## config.mk

```make
export PLATFORM = sky130hd
export DESIGN_NAME = window_discriminator_fsm
export DESIGN_NICKNAME = d
export VERILOG_FILES = /design/src/rtl/window_discriminator_fsm.sv
export SDC_FILE = /design/constraint.sdc
export NUM_CORES = 1
export LEC_CHECK = 0
export ABC_CLOCK_PERIOD_IN_PS = 6880
export CORE_MARGIN = 2
export CORE_UTILIZATION = 45
export CTS_BUF_LIST = sky130_fd_sc_hd__clkbuf_8
export CTS_CLUSTER_DIAMETER = 30
export DETAILED_ROUTE_END_ITERATION = 10
export MAX_ROUTING_LAYER = met4
export PLACE_DENSITY = 0.76
export SYNTH_ARGS = -nofsm -noshare
export SYNTH_HDL_FRONTEND = slang
export SYNTH_SLANG_ARGS = --single-unit
```

## constraint.sdc

```tcl
create_clock -name dataclk_i -period 6.88 [get_ports dataclk_i]
set_clock_uncertainty 0.2 [all_clocks]
set_input_delay 1.032 -clock dataclk_i [delete_from_list [all_inputs] [get_ports dataclk_i]]
set_output_delay 1.032 -clock dataclk_i [all_outputs]
set_load 0.05 [all_outputs]
```

## src/rtl/window_discriminator_fsm.sv

```systemverilog
// rtl/window_discriminator_fsm.sv - multi-window spike discriminator FSM for one amplifier channel
//
// Purpose: a trigger crossing on window 0 starts an event. Every later valid
// sample is checked against NUM_WIN gated amplitude thresholds, and the event
// is decided at offset stop_max. detect_o pulses for one clock when every
// enabled inclusion window was hit and no enabled exclusion window was hit.
// The configuration is captured at the trigger, so it can change during an
// event without affecting that event.
//
// Ports:
//   dataclk_i         system clock, rising edge
//   reset_i           asynchronous active-high reset
//   enable_i          0 aborts any event and forces IDLE
//   sample_valid_i    qualifies sample_in_i
//   sample_in_i       offset-binary sample, compared unsigned
//   thrsh_flat_i      threshold k at [k*DATA_W +: DATA_W]
//   thrsh_pol_i       1: hit if sample >= thr, 0: hit if sample <= thr
//   edge_type_i       0 inclusion, 1 exclusion (bit 0 forced inclusion)
//   win_en_i          per-window enable, bit 0 gates the trigger
//   win_start_flat_i  first offset of window k, inclusive
//   win_stop_flat_i   last offset of window k, inclusive
//   stop_max_i        offset at which the event is decided
//   holdoff_i         valid samples ignored after a decision
//   detect_o          one-cycle pass pulse
//   busy_o            high in TRACK, DECIDE and HOLDOFF
//   win_hit_o         sticky per-window hit flags of current/last event
//   fsm_state_o       0 IDLE, 1 TRACK, 2 DECIDE, 3 HOLDOFF
//   sample_cnt_o      offset of the last accepted sample
`timescale 1ns/1ps
module window_discriminator_fsm #(
  parameter int NUM_WIN = 4,
  parameter int DATA_W  = 16,
  parameter int CNT_W   = 8
) (
  input  logic                       dataclk_i,
  input  logic                       reset_i,
  input  logic                       enable_i,
  input  logic                       sample_valid_i,
  input  logic [DATA_W-1:0]          sample_in_i,
  input  logic [NUM_WIN*DATA_W-1:0]  thrsh_flat_i,
  input  logic [NUM_WIN-1:0]         thrsh_pol_i,
  input  logic [NUM_WIN-1:0]         edge_type_i,
  input  logic [NUM_WIN-1:0]         win_en_i,
  input  logic [NUM_WIN*CNT_W-1:0]   win_start_flat_i,
  input  logic [NUM_WIN*CNT_W-1:0]   win_stop_flat_i,
  input  logic [CNT_W-1:0]           stop_max_i,
  input  logic [CNT_W-1:0]           holdoff_i,
  output logic                       detect_o,
  output logic                       busy_o,
  output logic [NUM_WIN-1:0]         win_hit_o,
  output logic [1:0]                 fsm_state_o,
  output logic [CNT_W-1:0]           sample_cnt_o
);

  typedef enum logic [1:0] {
    S_IDLE    = 2'd0,
    S_TRACK   = 2'd1,
    S_DECIDE  = 2'd2,
    S_HOLDOFF = 2'd3
  } state_t;

  state_t                      state_q;
  logic                        detect_q;
  logic [NUM_WIN-1:0]          win_hit_q;
  logic [CNT_W-1:0]            cnt_q;
  logic [CNT_W-1:0]            hold_cnt_q;

  // Configuration snapshot taken at the trigger
  logic [NUM_WIN*DATA_W-1:0]   thr_q;
  logic [NUM_WIN-1:0]          pol_q;
  logic [NUM_WIN-1:0]          edge_q;
  logic [NUM_WIN-1:0]          en_q;
  logic [NUM_WIN*CNT_W-1:0]    start_q;
  logic [NUM_WIN*CNT_W-1:0]    stop_q;
  logic [CNT_W-1:0]            stop_max_q;
  logic [CNT_W-1:0]            holdoff_q;

  // In IDLE the trigger sample is judged against the live inputs, since the
  // snapshot is only being loaded on that same edge.
  logic                        in_idle;
  logic [NUM_WIN*DATA_W-1:0]   eff_thr;
  logic [NUM_WIN-1:0]          eff_pol;
  logic [NUM_WIN-1:0]          eff_edge;
  logic [NUM_WIN-1:0]          eff_en;
  logic [NUM_WIN*CNT_W-1:0]    eff_start;
  logic [NUM_WIN*CNT_W-1:0]    eff_stop;
  logic [CNT_W-1:0]            eval_cnt;
  logic [NUM_WIN-1:0]          samp_hit;
  logic [NUM_WIN-1:0]          win_eval;
  logic [NUM_WIN-1:0]          hit_d;
  logic                        pass_d;
  logic                        trigger;

  assign in_idle   = (state_q == S_IDLE);
  assign eff_thr   = in_idle ? thrsh_flat_i     : thr_q;
  assign eff_pol   = in_idle ? thrsh_pol_i      : pol_q;
  assign eff_edge  = (in_idle ? edge_type_i     : edge_q) & ~NUM_WIN'(1);
  assign eff_en    = in_idle ? win_en_i         : en_q;
  assign eff_start = in_idle ? win_start_flat_i : start_q;
  assign eff_stop  = in_idle ? win_stop_flat_i  : stop_q;
  assign eval_cnt  = in_idle ? '0 : cnt_q + CNT_W'(1);

  always_comb begin
    samp_hit = '0;
    win_eval = '0;
    for (int k = 0; k < NUM_WIN; k++) begin
      samp_hit[k] = eff_pol[k] ? (sample_in_i >= eff_thr[k*DATA_W +: DATA_W])
                               : (sample_in_i <= eff_thr[k*DATA_W +: DATA_W]);
      // start > stop leaves an empty range, so the window can never hit
      win_eval[k] = eff_en[k] && samp_hit[k] &&
                    (eff_start[k*CNT_W +: CNT_W] <= eval_cnt) &&
                    (eval_cnt <= eff_stop[k*CNT_W +: CNT_W]);
    end
  end

  // The trigger restarts the flags; during tracking they are sticky
  assign hit_d   = in_idle ? win_eval : (win_hit_q | win_eval);
  // Inclusion is satisfied by a hit, exclusion by its absence
  assign pass_d  = &(~eff_en | (hit_d ^ eff_edge));
  assign trigger = sample_valid_i && enable_i && win_en_i[0] && samp_hit[0];

  always_ff @(posedge dataclk_i or posedge reset_i) begin
    if (reset_i) begin
      state_q    <= S_IDLE;
      detect_q   <= 1'b0;
      win_hit_q  <= '0;
      cnt_q      <= '0;
      hold_cnt_q <= '0;
      thr_q      <= '0;
      pol_q      <= '0;
      edge_q     <= '0;
      en_q       <= '0;
      start_q    <= '0;
      stop_q     <= '0;
      stop_max_q <= '0;
      holdoff_q  <= '0;
    end else begin
      detect_q <= 1'b0;
      if (!enable_i) begin
        state_q <= S_IDLE;
      end else begin
        case (state_q)
          S_IDLE: begin
            if (trigger) begin
              thr_q      <= thrsh_flat_i;
              pol_q      <= thrsh_pol_i;
              edge_q     <= edge_type_i;
              en_q       <= win_en_i;
              start_q    <= win_start_flat_i;
              stop_q     <= win_stop_flat_i;
              stop_max_q <= stop_max_i;
              holdoff_q  <= holdoff_i;
              cnt_q      <= '0;
              win_hit_q  <= hit_d;
              if (stop_max_i == '0) begin
                state_q  <= S_DECIDE;
                detect_q <= pass_d;
              end else begin
                state_q  <= S_TRACK;
              end
            end
          end
          S_TRACK: begin
            if (sample_valid_i) begin
              cnt_q     <= eval_cnt;
              win_hit_q <= hit_d;
              if (eval_cnt == stop_max_q) begin
                state_q  <= S_DECIDE;
                detect_q <= pass_d;
              end
            end
          end
          S_DECIDE: begin
            hold_cnt_q <= '0;
            state_q    <= (holdoff_q != '0) ? S_HOLDOFF : S_IDLE;
          end
          S_HOLDOFF: begin
            if (sample_valid_i) begin
              if (hold_cnt_q + CNT_W'(1) == holdoff_q) begin
                state_q <= S_IDLE;
              end else begin
                hold_cnt_q <= hold_cnt_q + CNT_W'(1);
              end
            end
          end
          default: state_q <= S_IDLE;
        endcase
      end
    end
  end

  assign detect_o     = detect_q;
  assign busy_o       = (state_q != S_IDLE);
  assign win_hit_o    = win_hit_q;
  assign fsm_state_o  = state_q;
  assign sample_cnt_o = cnt_q;

endmodule

```

==> run summary <==
Final-report hold violation count: 0. The headroom to the max-slew limit was 32.4%. The number of cells on the worst hold path was 1; the number of antenna-violating nets in the routed design was 0.

The via count normalized by instance count is 5.60. The endpoint with the worst hold slack was en_q[0]$_DFFE_PP0P_. The required time of the worst setup path is 7.03 ns. Counting distinct cell types in the post-synthesis netlist gives 58. The switching fraction of total power came out at 31.1%. The worst path uses 78.1% of the clock period.

Among all flip-flop cells after synthesis, the most frequent one is sky130_fd_sc_hd__dfrtp_1. Clock-pin slew was measured on the worst setup and hold paths at 0.10 ns. The die span in x is 166 um.

Before antenna repair, the detailed router went through 5 iterations. The kind of cell with the highest combined delay along the critical path is simple AND/OR/NAND/NOR gates. The filler cells instantiated in the layout total 2293.

The endpoint identified for the worst register-to-register timing path is stop_q[9]$_DFFE_PP0P_. The floorplan step defined a die boundary enclosing 27700 um2. The tools report the buffer count from post-CTS setup fixing as 0. TritonCTS built the clock tree.

CTS built an H-tree with a depth of 4. The worst register-to-register path has a setup slack of 1.51 ns. The fmax came out at 186 MHz.

The number of core rows is 59, and the post-detailed-route DRC marker count is 0. The run gives 0.981 mW as the switching power total. For the synthesized cell area, the log shows 11900 um2. The internal power of the cells is 2.18 mW.

For the worst-case clock buffer depth, the log shows 2. The logic gate share of total power came out at 26.7%. Mean post-synth cell area: 10.7 um2. The highest-delay cell along the critical path was sky130_fd_sc_hd__nor4_1. In this run the clock root is driven by a sky130_fd_sc_hd__clkbuf_8. The number of global-route vias before repair is 9051. STA classifies the critical path endpoint as a register.

Of the total power, registers draw 49.2%. After layout, the minimum clock period comes to 5.37 ns. Arrival time at the worst endpoint: 5.52 ns. Global routing used 22.4% of the available tracks. The post-synthesis async set-or-reset flop share was 100%; the synthesized flop and latch total was 178. The net count after synthesis was 1416; the post-synthesis mux area share was 23.0%. The number of enable flip-flop cells after synthesis was 0. The number of buffers and inverters on the critical path was 2; the number of sinks driven by the clock tree was 178. The critical path start-end classification was reg -> reg. The post-synthesis to final-layout area growth is 21.0%. The startpoint identified for the worst hold timing path is en_q[0]$_DFFE_PP0P_.

For the pin with the worst max-slew slack, the measured transition is 1.01 ns. In this run the tool buffered the top-level ports with 190 buffer cells. Setup repair after global routing left no endpoint under its margin.

Synthesis produced 1110 cells. In the final timing run, aggregate negative setup slack is 0 ns. The number of logic stages on the critical path including buffering is 13. The fraction of final layout cells with drive strength greater than 1 came out at 5.54%. The flow ran to the end, and the final reports show no timing, DRC or antenna violations. After Yosys synthesis, full adders, half adders and majority gates account for 13.7% of the synthesized area. Clock latency on the worst-skew pair, taken at its later pin, is 0.47 ns. For the starting DRC count in detailed routing, the log shows 609. Hold timing on the final database bottoms out at a slack of 0.284 ns. Along the worst path, the maximum fanout reaches 78. Routability-driven placement finished with a final weighted congestion of 0.868. The total power per unit cell area was 220 nW/um2. The completed layout was analyzed and its total power is 3.16 mW.

Detailed routing inserted a total of 9160 vias. The multi-input combinational cells in the finished layout cover a total of 6980 um2. The number of antenna violations at the first check in global routing was 1. By area, the combinational part of the netlist is dominated by multiplexers. During I/O placement, the number of pins put on the boundary was 192. For the peak supply drop, the log shows 116 uV. In this run the static leakage power is 6.78 nW. Worst reg2reg path startpoint: fsm_state_o[1]$_DFFE_PP0P_.

The run gives 0 as the setup-violating endpoint count in the final report. In this run the worst hold path is classified as reg -> reg. The number of cells traversed by the worst register-to-register path is 13, and the XOR/XNOR share of the synthesized area is 1.92%. The worst setup path is launched from a register.

The share of the synthesized area in compound gates (AO/OA/AOI/OAI) is 8.21%, and the placed wire-length estimate after detailed placement is 22.3 mm. Entering global routing, the biggest net connects 89 pins. Of the synthesized area, sequential elements account for 37.5%. Gates resized during post-CTS repair numbered 0. Effective utilization at floorplan: 45.7%. Summing the areas of all and, or, nand and nor instances in the mapped netlist gives 11.9% of the synthesized area. The tools report the total grt overflow as 0. The clock network is responsible for 24.1% of the overall power.

Yosys printed 0 warnings. The die is 166 um tall. For this design, the CTS-stage hold fixing added 0 buffers.

Sequential standard cell area: 4450 um2. In the final routed layout, each cell accounts on average for 18.4 um. The count of max-cap constraint violations is 0.

In this run, CTS created clock tree buffers numbering 17. The final layout contains 1593 nets. On the worst path, the slowest cell contributes a delay of 0.68 ns. For the floorplan core area, the log shows 26000 um2. The cell repeated most along the worst path is sky130_fd_sc_hd__nor2_4. The final count of pins violating max slew came out at 0. The tools report the wire length after detailed routing as 30.1 mm. The critical path goes through nor2_4, buf_4, mux2i_1, ha_1, o21ai_0, nor2_1, nor4_1, o211ai_1, mux2_4, or2_4, nor2_4, buf_12, mux2_1. The global-route wire length before repair was 48.1 mm.
==> registers in the layout, indices dropped and copies added, names as in the netlist <==
| register | cells |
|---|---|
| edge_q | 3 |
| stop_q | 32 |
| fsm_state_o | 2 |
| en_q | 4 |
| thr_q | 64 |
| start_q | 32 |
| stop_max_q | 8 |
| holdoff_q | 8 |
| detect_o | 1 |
| win_hit_o | 4 |
| hold_cnt_q | 8 |
| pol_q | 4 |
| sample_cnt_o | 8 |
==> metrics by stage <==
| step | std cells | util (%) | worst slack (ns) | area (um2) |
|---|---|---|---|---|
| 2_1_floorplan | 1110 | - | 0.818 | 11900 |
| 3_3_place_gp | 1603 | 53.8 | 1.57 | 14000 |
| 3_5_place_dp | 1603 | 53.8 | 1.58 | 14000 |
| 4_1_cts | 1635 | 55.3 | 1.57 | 14400 |
| 5_1_grt | 1636 | 55.3 | 1.24 | 14400 |
| 6_report | 1636 | 55.3 | 1.51 | 14400 |
==> power by group through the flow <==
stage / logic, mW / clock network (mW) / registers (mW)
after floorplan: 0.574 / 0 / 1.55
after global placement: 0.808 / 0 / 1.55
after detailed placement: 0.848 / 0 / 1.58
after CTS: 0.852 / 0.777 / 1.55
after global routing: 0.942 / 0.816 / 1.60
final: 0.843 / 0.761 / 1.56
==> layout make-up <==
type	instances	area share, %
antenna	1	0.0174
clock buffer	18	1.72
clock inverter	14	1.06
inverter	16	0.453
multi-input combinational	871	48.6
sequential	178	31.0
tap	335	2.92
timing repair buffer	203	14.3
==> cell usage in the layout (no fill, tap or decap), drive strengths merged, types with 24 or more instances in the layout <==
cell type,count
nand4,31
mux2,157
o21ai,35
ha,130
nand2,172
nor2,24
a21oi,61
clkdlybuf4s50,190
mux2i,96
dfrtp,178
==> synth_stat cells, types with 3 or more instances <==
master                      count  area (um2)
sky130_fd_sc_hd__xor2_1        15         131
sky130_fd_sc_hd__xnor2_1       11        96.3
sky130_fd_sc_hd__a22o_1         3        26.3
sky130_fd_sc_hd__a211oi_1       7        52.6
sky130_fd_sc_hd__inv_1         15        56.3
sky130_fd_sc_hd__nand2b_1       8        50.1
sky130_fd_sc_hd__and4_1         3        26.3
sky130_fd_sc_hd__mux2i_1       96         961
sky130_fd_sc_hd__mux2_2        18         203
sky130_fd_sc_hd__clkbuf_1      26        97.6
sky130_fd_sc_hd__or2_2          4        25.0
sky130_fd_sc_hd__nand4_1       31         194
sky130_fd_sc_hd__and2_1         4        25.0
sky130_fd_sc_hd__mux2_1       138        1550
sky130_fd_sc_hd__a2111oi_0      7        61.3
sky130_fd_sc_hd__nor2_1        22        82.6
sky130_fd_sc_hd__buf_12        11         220
sky130_fd_sc_hd__ha_1         130        1630
sky130_fd_sc_hd__o22ai_1        4        25.0
sky130_fd_sc_hd__nor4_1         6        37.5
sky130_fd_sc_hd__a21oi_1       61         305
sky130_fd_sc_hd__nor2b_1       13        81.3
sky130_fd_sc_hd__o221ai_1       3        26.3
sky130_fd_sc_hd__o211ai_1      14         105
sky130_fd_sc_hd__dfrtp_1      178        4450
sky130_fd_sc_hd__a21o_1         7        52.6
sky130_fd_sc_hd__or3_1          6        37.5
sky130_fd_sc_hd__nand3_1       20         100
sky130_fd_sc_hd__nand2_1      172         646
sky130_fd_sc_hd__o21ai_0       35         175
sky130_fd_sc_hd__buf_6          5        56.3
sky130_fd_sc_hd__o31ai_1        6        45.0
==> worst register-to-register path, stage by stage (launching register included) <==
cell and delay, ns:
sky130_fd_sc_hd__dfrtp_1 0.56, sky130_fd_sc_hd__nor2_4 0.58, sky130_fd_sc_hd__buf_4 0.41, sky130_fd_sc_hd__mux2i_1 0.25, sky130_fd_sc_hd__ha_1 0.26, sky130_fd_sc_hd__o21ai_0 0.14
sky130_fd_sc_hd__nor2_1 0.05, sky130_fd_sc_hd__nor4_1 0.68, sky130_fd_sc_hd__o211ai_1 0.26, sky130_fd_sc_hd__mux2_4 0.39, sky130_fd_sc_hd__or2_4 0.25, sky130_fd_sc_hd__nor2_4 0.33
sky130_fd_sc_hd__buf_12 0.40, sky130_fd_sc_hd__mux2_1 0.49
==> kinds of logic (layout without fill, tap and decap cells) <==
group | after synthesis | after routing
AOI/OAI and AO/OA | 159 | 159
xor gates and xnor gates | 26 | 26
adders and majority gates | 130 | 130
buffers and inverters | 61 | 251
DFF | 178 | 178
muxes | 253 | 253
other | 0 | 1
and+or+nand+nor | 303 | 303
==> worst max-delay path by stage <==
stage,from,to
after CTS,fsm_state_o[1]$_DFFE_PP0P_,stop_q[9]$_DFFE_PP0P_
after floorplan,reset_i,detect_o$_DFF_PP0_
after detailed placement,fsm_state_o[1]$_DFFE_PP0P_,start_q[12]$_DFFE_PP0P_
after global placement,fsm_state_o[1]$_DFFE_PP0P_,start_q[25]$_DFFE_PP0P_
after global routing,fsm_state_o[1]$_DFFE_PP0P_,start_q[23]$_DFFE_PP0P_
final,fsm_state_o[1]$_DFFE_PP0P_,stop_q[9]$_DFFE_PP0P_
==> layer usage <==
metal / global-route usage, % / up-vias / wire length [um]
met2: 35.9 / 240 / 14500
li1: - / 4408 / -
met1: 29.9 / 4469 / 13800
met4: 5.58 / 0 / 446
met3: 3.37 / 43 / 1400
met5: - / - / 0
No activity file was read; power rests on OpenSTA's default activity.
